### config.mk
export PLATFORM = sky130hd
export DESIGN_NAME = bec_ladder_ctrl
export DESIGN_NICKNAME = d
export VERILOG_FILES = /design/src/rtl/bec_pkg.sv /design/src/rtl/bec_watchdog.sv /design/src/rtl/bec_ladder_ctrl.sv
export SDC_FILE = /design/constraint.sdc
export NUM_CORES = 1
export LEC_CHECK = 0
export ABC_CLOCK_PERIOD_IN_PS = 3000
export BUFFER_PORTS_ARGS = -buffer_cell sky130_fd_sc_hd__buf_2
export CORE_AREA = 2 2 329 331
export DETAILED_ROUTE_END_ITERATION = 12
export DIE_AREA = 0 0 331 333
export SYNTH_ARGS = -nofsm -noshare
export SYNTH_HDL_FRONTEND = slang
export SYNTH_SLANG_ARGS = --single-unit
### constraint.sdc
create_clock -name wb_clk_i -period 3 [get_ports wb_clk_i]
set_input_delay 0.6 -clock wb_clk_i [delete_from_list [all_inputs] [get_ports wb_clk_i]]
set_output_delay 0.6 -clock wb_clk_i [all_outputs]
set_load 0.01 [all_outputs]
### src/rtl/bec_pkg.sv
// Shared constants and FSM encoding for the BEC ladder controller.
// Pure definitions; no latency or backpressure.
package bec_pkg;
    localparam int BEC_KEY_W    = 163;
    localparam int BEC_WDOG_CYC = 4096;
    localparam int BEC_CNT_W    = 8;

    typedef enum logic [2:0] {
        ST_IDLE  = 3'b000,
        ST_RUN   = 3'b001,
        ST_DRAIN = 3'b010,
        ST_DONE  = 3'b011,
        ST_ERR   = 3'b100
    } state_t;
endpackage

### src/rtl/bec_watchdog.sv
// Loadable down-counter; zero_o flags that the count reaches 0 on the coming edge.
// Single-cycle update, no backpressure.
module bec_watchdog #(
    parameter int LOAD_VAL = 4096,
    parameter int CW       = $clog2(LOAD_VAL + 1)
) (
    input  logic clk_i,
    input  logic rst_i,
    input  logic load_i,
    input  logic dec_i,
    output logic zero_o
);
    logic [CW-1:0] cnt_q, cnt_d;

    always_comb begin
        cnt_d = cnt_q;
        if (load_i) begin
            cnt_d = CW'(LOAD_VAL);
        end else if (dec_i && (cnt_q != '0)) begin
            cnt_d = cnt_q - 1'b1;
        end
    end

    always_ff @(posedge clk_i) begin
        if (rst_i) begin
            cnt_q <= '0;
        end else begin
            cnt_q <= cnt_d;
        end
    end

    // Looking at the next value lets the FSM flag expiry on the same edge the count hits 0.
    assign zero_o = (cnt_d == '0);
endmodule

### src/rtl/bec_ladder_ctrl.sv
// Sequences key bits into a BEC ladder core, captures its result, and guards it with a watchdog.
// Outputs registered (1-cycle); the core paces consumption through core_next_key.
module bec_ladder_ctrl
    import bec_pkg::*;
#(
    parameter int KEY_W    = BEC_KEY_W,
    parameter int WDOG_CYC = BEC_WDOG_CYC
) (
    input  logic                 wb_clk_i,
    input  logic                 wb_rst_i,
    input  logic [KEY_W-1:0]     key_in,
    input  logic                 key_load,
    input  logic                 start,
    input  logic                 abort,
    input  logic                 clear,
    output logic                 core_enable,
    output logic                 core_ki,
    input  logic                 core_next_key,
    input  logic                 core_done,
    input  logic [KEY_W-1:0]     core_wout,
    input  logic [KEY_W-1:0]     core_zout,
    output logic [KEY_W-1:0]     wout,
    output logic [KEY_W-1:0]     zout,
    output logic                 busy,
    output logic                 done,
    output logic                 result_valid,
    output logic                 error,
    output logic [BEC_CNT_W-1:0] bit_cnt
);
    localparam logic [BEC_CNT_W-1:0] CNT_FULL = BEC_CNT_W'(KEY_W);
    localparam logic [BEC_CNT_W-1:0] CNT_LAST = BEC_CNT_W'(KEY_W - 1);

    state_t               state_q, state_d;
    logic [KEY_W-1:0]     key_q, key_d;
    logic [KEY_W-1:0]     wout_q, wout_d, zout_q, zout_d;
    logic [BEC_CNT_W-1:0] bit_cnt_q, bit_cnt_d, cnt_inc, cnt_after;
    logic                 rv_q, rv_d;
    logic                 en_q, en_d;
    logic                 wd_load, wd_dec, wd_zero;

    bec_watchdog #(.LOAD_VAL(WDOG_CYC)) u_wdog (
        .clk_i  (wb_clk_i),
        .rst_i  (wb_rst_i),
        .load_i (wd_load),
        .dec_i  (wd_dec),
        .zero_o (wd_zero)
    );

    assign cnt_inc   = (bit_cnt_q == CNT_FULL) ? bit_cnt_q : bit_cnt_q + 1'b1;
    assign cnt_after = core_next_key ? cnt_inc : bit_cnt_q;

    always_comb begin
        state_d   = state_q;
        key_d     = key_q;
        wout_d    = wout_q;
        zout_d    = zout_q;
        bit_cnt_d = bit_cnt_q;
        rv_d      = rv_q;
        wd_load   = 1'b0;
        wd_dec    = 1'b0;
        case (state_q)
            ST_IDLE: begin
                if (key_load) key_d = key_in;
                if (start) begin
                    state_d   = ST_RUN;
                    bit_cnt_d = '0;
                    rv_d      = 1'b0;
                    wd_load   = 1'b1;
                end
            end
            ST_RUN: begin
                wd_dec = 1'b1;
                if (abort) begin
                    state_d = ST_IDLE;
                end else begin
                    if (core_next_key) begin
                        key_d     = key_q >> 1;
                        bit_cnt_d = cnt_inc;
                        wd_load   = 1'b1;
                    end
                    if (core_done && core_next_key && (cnt_inc == CNT_FULL)) begin
                        state_d = ST_DONE;
                        wout_d  = core_wout;
                        zout_d  = core_zout;
                        rv_d    = 1'b1;
                    end else if (core_done && (cnt_after < CNT_LAST)) begin
                        state_d = ST_ERR;
                    end else if (core_next_key && (cnt_inc == CNT_FULL)) begin
                        state_d = ST_DRAIN;
                    end else if (wd_zero) begin
                        state_d = ST_ERR;
                    end
                end
            end
            ST_DRAIN: begin
                wd_dec = 1'b1;
                if (abort) begin
                    state_d = ST_IDLE;
                end else if (core_next_key) begin
                    state_d = ST_ERR;
                end else if (core_done) begin
                    state_d = ST_DONE;
                    wout_d  = core_wout;
                    zout_d  = core_zout;
                    rv_d    = 1'b1;
                end else if (wd_zero) begin
                    state_d = ST_ERR;
                end
            end
            ST_DONE: state_d = ST_IDLE;
            ST_ERR:  if (clear) state_d = ST_IDLE;
            default: state_d = ST_IDLE;
        endcase
        en_d = (state_d == ST_RUN) || (state_d == ST_DRAIN);
    end

    always_ff @(posedge wb_clk_i) begin
        if (wb_rst_i) begin
            state_q   <= ST_IDLE;
            key_q     <= '0;
            wout_q    <= '0;
            zout_q    <= '0;
            bit_cnt_q <= '0;
            rv_q      <= 1'b0;
            en_q      <= 1'b0;
        end else begin
            state_q   <= state_d;
            key_q     <= key_d;
            wout_q    <= wout_d;
            zout_q    <= zout_d;
            bit_cnt_q <= bit_cnt_d;
            rv_q      <= rv_d;
            en_q      <= en_d;
        end
    end

    assign core_enable  = en_q;
    assign core_ki      = key_q[0];
    assign wout         = wout_q;
    assign zout         = zout_q;
    assign busy         = (state_q == ST_RUN) || (state_q == ST_DRAIN);
    assign done         = (state_q == ST_DONE);
    assign result_valid = rv_q;
    assign error        = (state_q == ST_ERR);
    assign bit_cnt      = bit_cnt_q;
endmodule

==> results of run 1 <==
[routing by layer]
| metal | vias to the layer above | track usage [%] | part of all wire, % |
|---|---|---|---|
| li1 | 10000 | - | - |
| met1 | 9341 | 16.3 | 41 |
| met2 | 654 | 22.0 | 44 |
| met3 | 151 | 7.28 | 12 |
| met4 | 30 | 5.25 | 3.1 |
| met5 | - | 1.24 | 0.48 |
[power breakdown]
| group | total [uW] | internal (uW) | switching [uW] |
|---|---|---|---|
| Sequential | 7250 | 7110 | 142 |
| Combinational | 1460 | 620 | 838 |
| Clock | 7570 | 4400 | 3170 |
| Total | 16300 | 12100 | 4150 |
[worst paths after layout]
kind | start | to | slack [ps] | cells after the start
setup / recovery | u_wdog.cnt_q[0] | core_enable | 180 | 11
hold / removal | core_zout[94] | zout[94] | 180 | 3
setup reg to reg | u_wdog.cnt_q[0] | core_enable | 180 | 11
hold reg to reg | wout[76] | wout[76] | 450 | 2
[synthesized netlist by cell type, drive strengths merged, types with 3 or more instances]
library cell / instances
o21ai: 11
nand2b: 3
inv: 9
dfxtp: 515
buf: 49
nor2b: 8
xor2: 5
clkbuf: 167
nor3b: 6
and2: 3
o31ai: 4
nor2: 196
a22oi: 5
nor4b: 7
or3: 3
nand2: 994
nor3: 13
o31a: 3
a311oi: 165
xnor2: 9
and3: 4
or2: 3
or4: 3
nand3: 10
a21oi: 343
a31oi: 4
[worst max-delay path, delay by kind of cell (launching register included)]
kind,cells,cell delay (ps)
xor+xnor,1,260
buf+inv,1,80
flops,1,360
simple gates,6,1330
fa+ha+maj,1,170
compound gates,2,510
[state kept, by name, summed over array words and instances (netlist names)]
register      count
bit_cnt           8
core_enable       1
key_q           163
result_valid      1
state_q           3
u_wdog.cnt_q     13
wout            163
zout            163
[per-stage QoR]
| stage | setup slack, ps | total power (uW) | hold slack, ps | utilization (%) |
|---|---|---|---|---|
| after detailed placement | 81.3 | 8860 | 440 | 24.0 |
| after global routing | 23.9 | 17000 | 144 | 25.9 |
| after CTS | 76.7 | 16600 | 109 | 25.9 |
| final | 181 | 16300 | 182 | 25.9 |
| after floorplan | 163 | 8220 | 451 | - |
| after global placement | 104 | 8830 | 435 | 24.0 |
[cell type report]
type                    instances  area (sq um)
flip-flops and latches        515         10300
inverters                       9          33.8
repair buffers                887          4800
clock inverters                24           303
clock buffers                  86          1740
fillers                     11700         78900
well taps                    1403          1760
diodes                         15          37.5
multi-input cells            1825          8680
[kinds of logic (layout without fill, tap and decap cells)]
family	count (synthesis)	after routing	share of synthesized area (%)
muxes	2	2	0.101
xor gates and xnor gates	14	14	0.657
AOI/OAI and AO/OA	547	547	17.5
and+or+nand+nor	1260	1260	25.1
buffers and inverters	225	1006	4.54
DFF	515	515	52.0
adders and majority gates	2	2	0.126
other	0	15	0
[timing repair]
| action | CTS | global route |
|---|---|---|
| setup buffers | 0 | 0 |
| gates resized for setup | 0 | 4 |
| endpoints found under the setup margin | 0 | 248 |
==> flow_summary.ini, run 1 <==
[run_status]
status = completed

[clock_tree]
cts_hold_buffers = 0
clock_latency_ps = 680
clockRootBuffer = clkbuf_16
cts_buffer_depth = 3
h-tree-depth = 2
cts.sinks = 515
clk_pin_slew_ps = 60
cts_inserted_buffers = 60
cts_tree = done

[finish]
stdcell_count = 4764
final_cell_mix = 993 x nand2_1, 835 x buf_2, 515 x dfxtp_1, 342 x a21oi_1, 196 x nor2_1
drive_above_1_share_pct = 30.1
design_area_sq_mm = 0.0277
area_delta_synth_final_pct = 39.5
layout.cells.most_common = nand2_1
layout.nets = 3797

[timing]
max_freq_ghz = 0.355
finalMaxSlewViolations = 0
tightest_slew_ps = 767
hold_viol = 0
setup_viol = 0
grt_setup_unrepaired = no
period_minus_slack_ps = 2820
fin_skew_ps = 35.2
post-route-period-util_pct = 94.0
slew-limit-headroom_pct = 48.9
fin_tns_setup_ps = 0

[placement]
dp_cells = 4639
gp_congestion = 0.834
placed_area_sq_mm = 0.0255
hpwl_mm = 62.1
port_buffers = 836

[logic_synthesis]
synth_area_sq_mm = 0.0198
synthTopCellsByArea = dfxtp_1 52%, nand2_1 19%, a21oi_1 8.7%, a311oi_1 7.3%, nor2_1 3.7%
synth_nets = 3064
async_flop_share_pct = 0
synth_top_area_share_pct = 52.0
synth_area_per_cell_sq_um = 7.73
yosys_warnings = 0
synth_ff_type = dfxtp_1
synth_edf_count = 0
syn_inst = 2565
yosysTopAreaCell = dfxtp_1
synth_seq_cells = 515
synth_cell_types = 54
yosysSeqAreaShare_pct = 52.0

[route]
antenna_left = 0
drc = 0
drt_iter0_markers = 1118
vias = 20200
postRouteWirelength_mm = 82.8
first_pass_iters = 5
wl_per_cell_um = 17.4
viasPerCell = 4.24

[floorplanning]
dieHeight_um = 333
fp.dieW_um = 331
io_pins = 837
initial_core_util_pct = 18.6
num_rows = 120
core_sq_mm = 0.107
dieArea_sq_mm = 0.110

[worst_setup_path]
crit_chain = inv_1 -> ha_1 -> nor2b_1 -> nor4b_4 -> nand4bb_1 -> a211oi_2 -> nand4_2 -> nor4_4 -> o221ai_1 -> xnor2_1 -> nor3b_2
cp.required_ps = 3570
worst_path_largest_cell_delay_ps = 420
start_kind = flip-flop
crit_type = flip-flop to flip-flop
cp_slowest_cell = nor4b_4
end_kind = flip-flop
arrival_ps = 3390
crit_fanout = 7

[pwr]
power.ir.vdd_worst_uv = 490
p_leak_uw = 0.0116
power_density_mw_per_mm2 = 589

[global_route]
grt_start_max_net_pins = 164
gr-total-overflow = 0
grt_pass1_wl_mm = 118
track_usage_pct = 14.1
first_global_vias = 18900
antenna_found_initial = 31

[min_path]
hold_path_class = primary input to flip-flop

[run]
maxCapViolations = 0
Power figures use the tool's default switching activity.
==> run 2, diff against run 1 <==
--- a/config.mk
+++ b/config.mk
@@ -8,8 +8,10 @@
 export ABC_CLOCK_PERIOD_IN_PS = 3000
 export BUFFER_PORTS_ARGS = -buffer_cell sky130_fd_sc_hd__buf_2
 export CORE_AREA = 2 2 329 331
+export CTS_CLUSTER_SIZE = 10
 export DETAILED_ROUTE_END_ITERATION = 12
 export DIE_AREA = 0 0 331 333
+export REMOVE_ABC_BUFFERS = 1
 export SYNTH_ARGS = -nofsm -noshare
 export SYNTH_HDL_FRONTEND = slang
 export SYNTH_SLANG_ARGS = --single-unit
==> flow_summary.ini, run 2 (synthesis results as in run 1) <==
[clock_tree]
clock_latency_ps = 620
clockRootBuffer = clkbuf_16
clk_pin_slew_ps = 70
cts_hold_buffers = 0
cts_tree = done
cts.sinks = 515
h-tree-depth = 3
cts_inserted_buffers = 67
cts_buffer_depth = 3

[finish]
num-fill-cells = 11800
drive_above_1_share_pct = 30.4
final_util_pct = 26.1
final_cell_mix = 993 x nand2_1, 835 x buf_2, 515 x dfxtp_1, 342 x a21oi_1, 196 x nor2_1
design_area_sq_mm = 0.0278
area_delta_synth_final_pct = 40.5
layout.cells.most_common = nand2_1
layout.nets = 3828
stdcell_count = 4771

[floorplanning]
num_rows = 120
initial_core_util_pct = 18.6
dieHeight_um = 333
dieArea_sq_mm = 0.110
core_sq_mm = 0.107
fp.dieW_um = 331
io_pins = 837

[worst_setup_path]
rr_startpoint = u_wdog.cnt_q[0]
crit_type = flip-flop to flip-flop
crit_fanout = 8
arrival_ps = 3330
crit_start = u_wdog.cnt_q[0]
end_kind = flip-flop
cp.required_ps = 3500
start_kind = flip-flop

[pwr]
p_leak_uw = 0.0117
power_density_mw_per_mm2 = 586
power.ir.vdd_worst_uv = 358

[global_route]
track_usage_pct = 14.7
gr-total-overflow = 0
grt_pass1_wl_mm = 123
first_global_vias = 19500
antenna_found_initial = 20
grt_start_max_net_pins = 164

[route]
viasPerCell = 4.32
vias = 20600
drt_iter0_markers = 1386
drc = 0
first_pass_iters = 5
postRouteWirelength_mm = 86.0
antenna_left = 0
wl_per_cell_um = 18.0

[timing]
max_freq_ghz = 0.353
finalMaxSlewViolations = 0
tightest_slew_ps = 911
period_minus_slack_ps = 2830
grt_setup_unrepaired = no
setup_viol = 0
hold_viol = 0
fin_skew_ps = 31.3
setup_slack_ps = 170
post-route-period-util_pct = 94.3
slew-limit-headroom_pct = 39.2

[placement]
port_buffers = 836
gp_congestion = 0.925
dp_cells = 4663
pre_cts_ws_ps = 105
hpwl_mm = 65.2
placed_area_sq_mm = 0.0258

[min_path]
min_from = core_wout[10]
hold_path_class = primary input to flip-flop

[run_status]
status = completed

[run]
maxCapViolations = 0
## run 2: layout make-up
cell class	instances	area, sq um	area share [%]
Timing Repair Buffer	911	5040	18.1
Tap cell	1403	1760	6.31
Clock inverter	15	170	0.611
Multi-Input combinational cell	1825	8660	31.1
Antenna cell	4	10.0	0.0360
Sequential cell	515	10300	37.0
Clock buffer	89	1860	6.68
Inverter	9	33.8	0.121
## run 2: final timing paths
kind,slack [ps],to,depth (start not counted)
max,170,core_enable,12
min,220,wout[10],3
max reg2reg,170,core_enable,12
min reg2reg,440,zout[72],2
## run 2: report_power, final
group	switching (uW)	internal, uW	leakage, uW
clock	3210	4370	0.000992
combinational	839	639	0.00649
sequential	143	7110	0.00419
## run 2: per-layer routing
metal  part of all wire (%)  track usage (%)  vias to the layer above  wire, um
li1                       -                -                    10100         -
met1                     40             17.1                     9581     34400
met2                     46             24.5                      793     39900
met3                     10             5.17                      147      8600
met4                    3.5             5.63                       26      2990
met5                   0.20                0                        -       173
## run 2: worst max-delay path: stages (launching register included)
cell and delay (ps):
dfxtp_1 360, inv_1 90, ha_1 160, inv_1 50, or4_1 460, o31a_1 370, nand2_1 140, xnor2_1 210
nor4_4 100, buf_4 150, o41ai_4 350, xnor2_1 190, nor3b_2 60
## run 2: metrics by stage
stage               total power [uW]  setup TNS, ps  hold slack, ps
finish                         16300              0             218
global route                   17000              0             164
CTS                            16600              0             144
detailed placement              8880              0             440
global placement                8850              0             434
floorplan                       8340       -8281240             445
## run 2: timing repair
action	4_1_cts	5_1_grt
buffers inserted	0	0
endpoints found under the hold margin	0	0
endpoints found under the setup margin	0	1
gates resized for setup	0	1
==> run 3, diff against run 2 <==
--- a/config.mk
+++ b/config.mk
@@ -11,7 +11,9 @@
 export CTS_CLUSTER_SIZE = 10
 export DETAILED_ROUTE_END_ITERATION = 12
 export DIE_AREA = 0 0 331 333
+export GPL_TIMING_DRIVEN = 0
 export REMOVE_ABC_BUFFERS = 1
+export SETUP_SLACK_MARGIN = 0.4
 export SYNTH_ARGS = -nofsm -noshare
 export SYNTH_HDL_FRONTEND = slang
 export SYNTH_SLANG_ARGS = --single-unit
==> flow_summary.ini, run 3 (synthesis results as in run 1) <==
[timing]
tightest_slew_ps = 960
slew-limit-headroom_pct = 36.0
period_minus_slack_ps = 2900
hold_viol = 0
timing.hold.ws_ps = 203
setup_viol = 0
grt_setup_unrepaired = yes
post-route-period-util_pct = 96.6
finalMaxSlewViolations = 0
max_freq_ghz = 0.345
fin_skew_ps = 17.8

[route]
antenna_left = 0
drt_iter0_markers = 1218
drc = 0
wl_per_cell_um = 20.4
first_pass_iters = 5
postRouteWirelength_mm = 99.9
viasPerCell = 4.48
vias = 21900

[finish]
drive_above_1_share_pct = 42.5
layout.nets = 3950
multi_input_area_sq_mm = 0.0104
layout.cells.most_common = buf_2
stdcell_count = 4898
area_delta_synth_final_pct = 62.6
num-fill-cells = 11300
final_cell_mix = 836 x buf_2, 817 x nand2_1, 501 x dfxtp_1, 220 x a21oi_1, 193 x nor2_1
seq_area_sq_mm = 0.0103

[run_status]
status = completed

[clock_tree]
clockRootBuffer = clkbuf_16
cts_hold_buffers = 0
clock_latency_ps = 640
cts.sinks = 515
clk_pin_slew_ps = 60
cts_buffer_depth = 3
h-tree-depth = 3
cts_inserted_buffers = 68
cts_tree = done

[floorplanning]
dieHeight_um = 333
dieArea_sq_mm = 0.110
initial_core_util_pct = 18.6
num_rows = 120
core_sq_mm = 0.107
fp.dieW_um = 331
io_pins = 837

[worst_setup_path]
cp_slowest_cell = or3_4
start_kind = flip-flop
worst_path_largest_cell_delay_ps = 390
end_kind = flip-flop
crit_top_cell = or3_4
cp.required_ps = 3480
crit_chain = or3_4 -> or3_4 -> nor4b_4 -> mux2i_2 -> nand4_2 -> nor4_4 -> a21oi_1 -> o32a_1 -> nor3b_2
crit_fanout = 5
crit_type = flip-flop to flip-flop
arrival_ps = 3370
reg2reg_depth = 9

[pwr]
p_sw_uw = 4350
power_density_mw_per_mm2 = 521
clockPowerShare_pct = 46.9
p_comb_share_pct = 9.9
power.ir.vdd_worst_uv = 348
p_sw_share_pct = 25.9
p_seq_share_pct = 43.2
p_leak_uw = 0.0137
p_int_uw = 12400

[global_route]
track_usage_pct = 15.4
first_global_vias = 19400
gr-total-overflow = 0
grt_start_max_net_pins = 143
grt_pass1_wl_mm = 127
antenna_found_initial = 37

[min_path]
hold_path_class = primary input to flip-flop
min_path_cells = 3

[placement]
port_buffers = 836
dp_cells = 4630
gp_congestion = 0.897
hpwl_mm = 64.6

[run]
maxCapViolations = 0
-- run 3: cell count changes in the layout (fill, tap and decap cells not counted), sizes merged --
cell	before	now
clkinv	12	8
bufbuf	0	7
diode	4	6
a21oi	343	344
clkbuf	89	128
clkinvlp	1	3
bufinv	0	1
o31a	3	4
buf	911	988
inv	11	12
-- run 3: power groups by stage --
stage	Combinational (uW)	Clock, uW	Sequential [uW]
finish	1660	7880	7250
global placement	1720	0	7410
global route	1840	8400	7280
detailed placement	1450	0	7400
CTS	1600	8140	7250
floorplan	969	0	7370
-- run 3: stage by stage --
step                      TNS [ps]  area, sq um  worst slack (ps)  power, uW  utilization [%]
after detailed placement   -223560        25800             -1260       8850             24.2
after CTS                        0        28900               220      17000             27.1
after global routing             0        32200              8.28      17500             30.2
after global placement           -        24900            -41060       9120             23.4
final                            0        32200               102      16800             30.2
after floorplan           -8281240        19000            -19630       8340                -
-- run 3: area by class of cell --
cell class / count / area share, %
clock inverter: 15 / 0.590
multi-input combinational: 1827 / 32.2
inverter: 9 / 0.105
tap: 1403 / 5.45
antenna: 6 / 0.0466
clock buffer: 93 / 5.95
timing repair buffer: 1030 / 23.5
sequential: 515 / 32.1
-- run 3: final timing paths --
check                       start          end  slack (ps)
setup / recovery  u_wdog.cnt_q[5]  core_enable         100
hold / removal     core_wout[104]    wout[104]         200
setup reg to reg  u_wdog.cnt_q[5]  core_enable         100
hold reg to reg          wout[67]     wout[67]         450
-- run 3: timing repair --
action,4_1_cts,5_1_grt
cloned,16,48
pin swaps,12,203
buffers inserted,36,54
resized for setup,62,509
endpoints found under the hold margin,0,0
setup endpoints to repair,455,311
-- run 3: layer usage --
layer | global-route usage (%) | vias up | part of all wire (%)
li1 | - | 10400 | -
met1 | 17.7 | 10300 | 38
met2 | 25.0 | 966 | 47
met3 | 5.93 | 237 | 10
met4 | 6.76 | 38 | 4.5
met5 | 0 | - | 0.23
-- run 3: worst max-delay path, delay by kind of cell (launching register included) --
kind	cells	cell delay, ps
DFF	1	360
AOI/OAI and AO/OA	2	400
muxes	1	310
and+or+nand+nor	6	1680
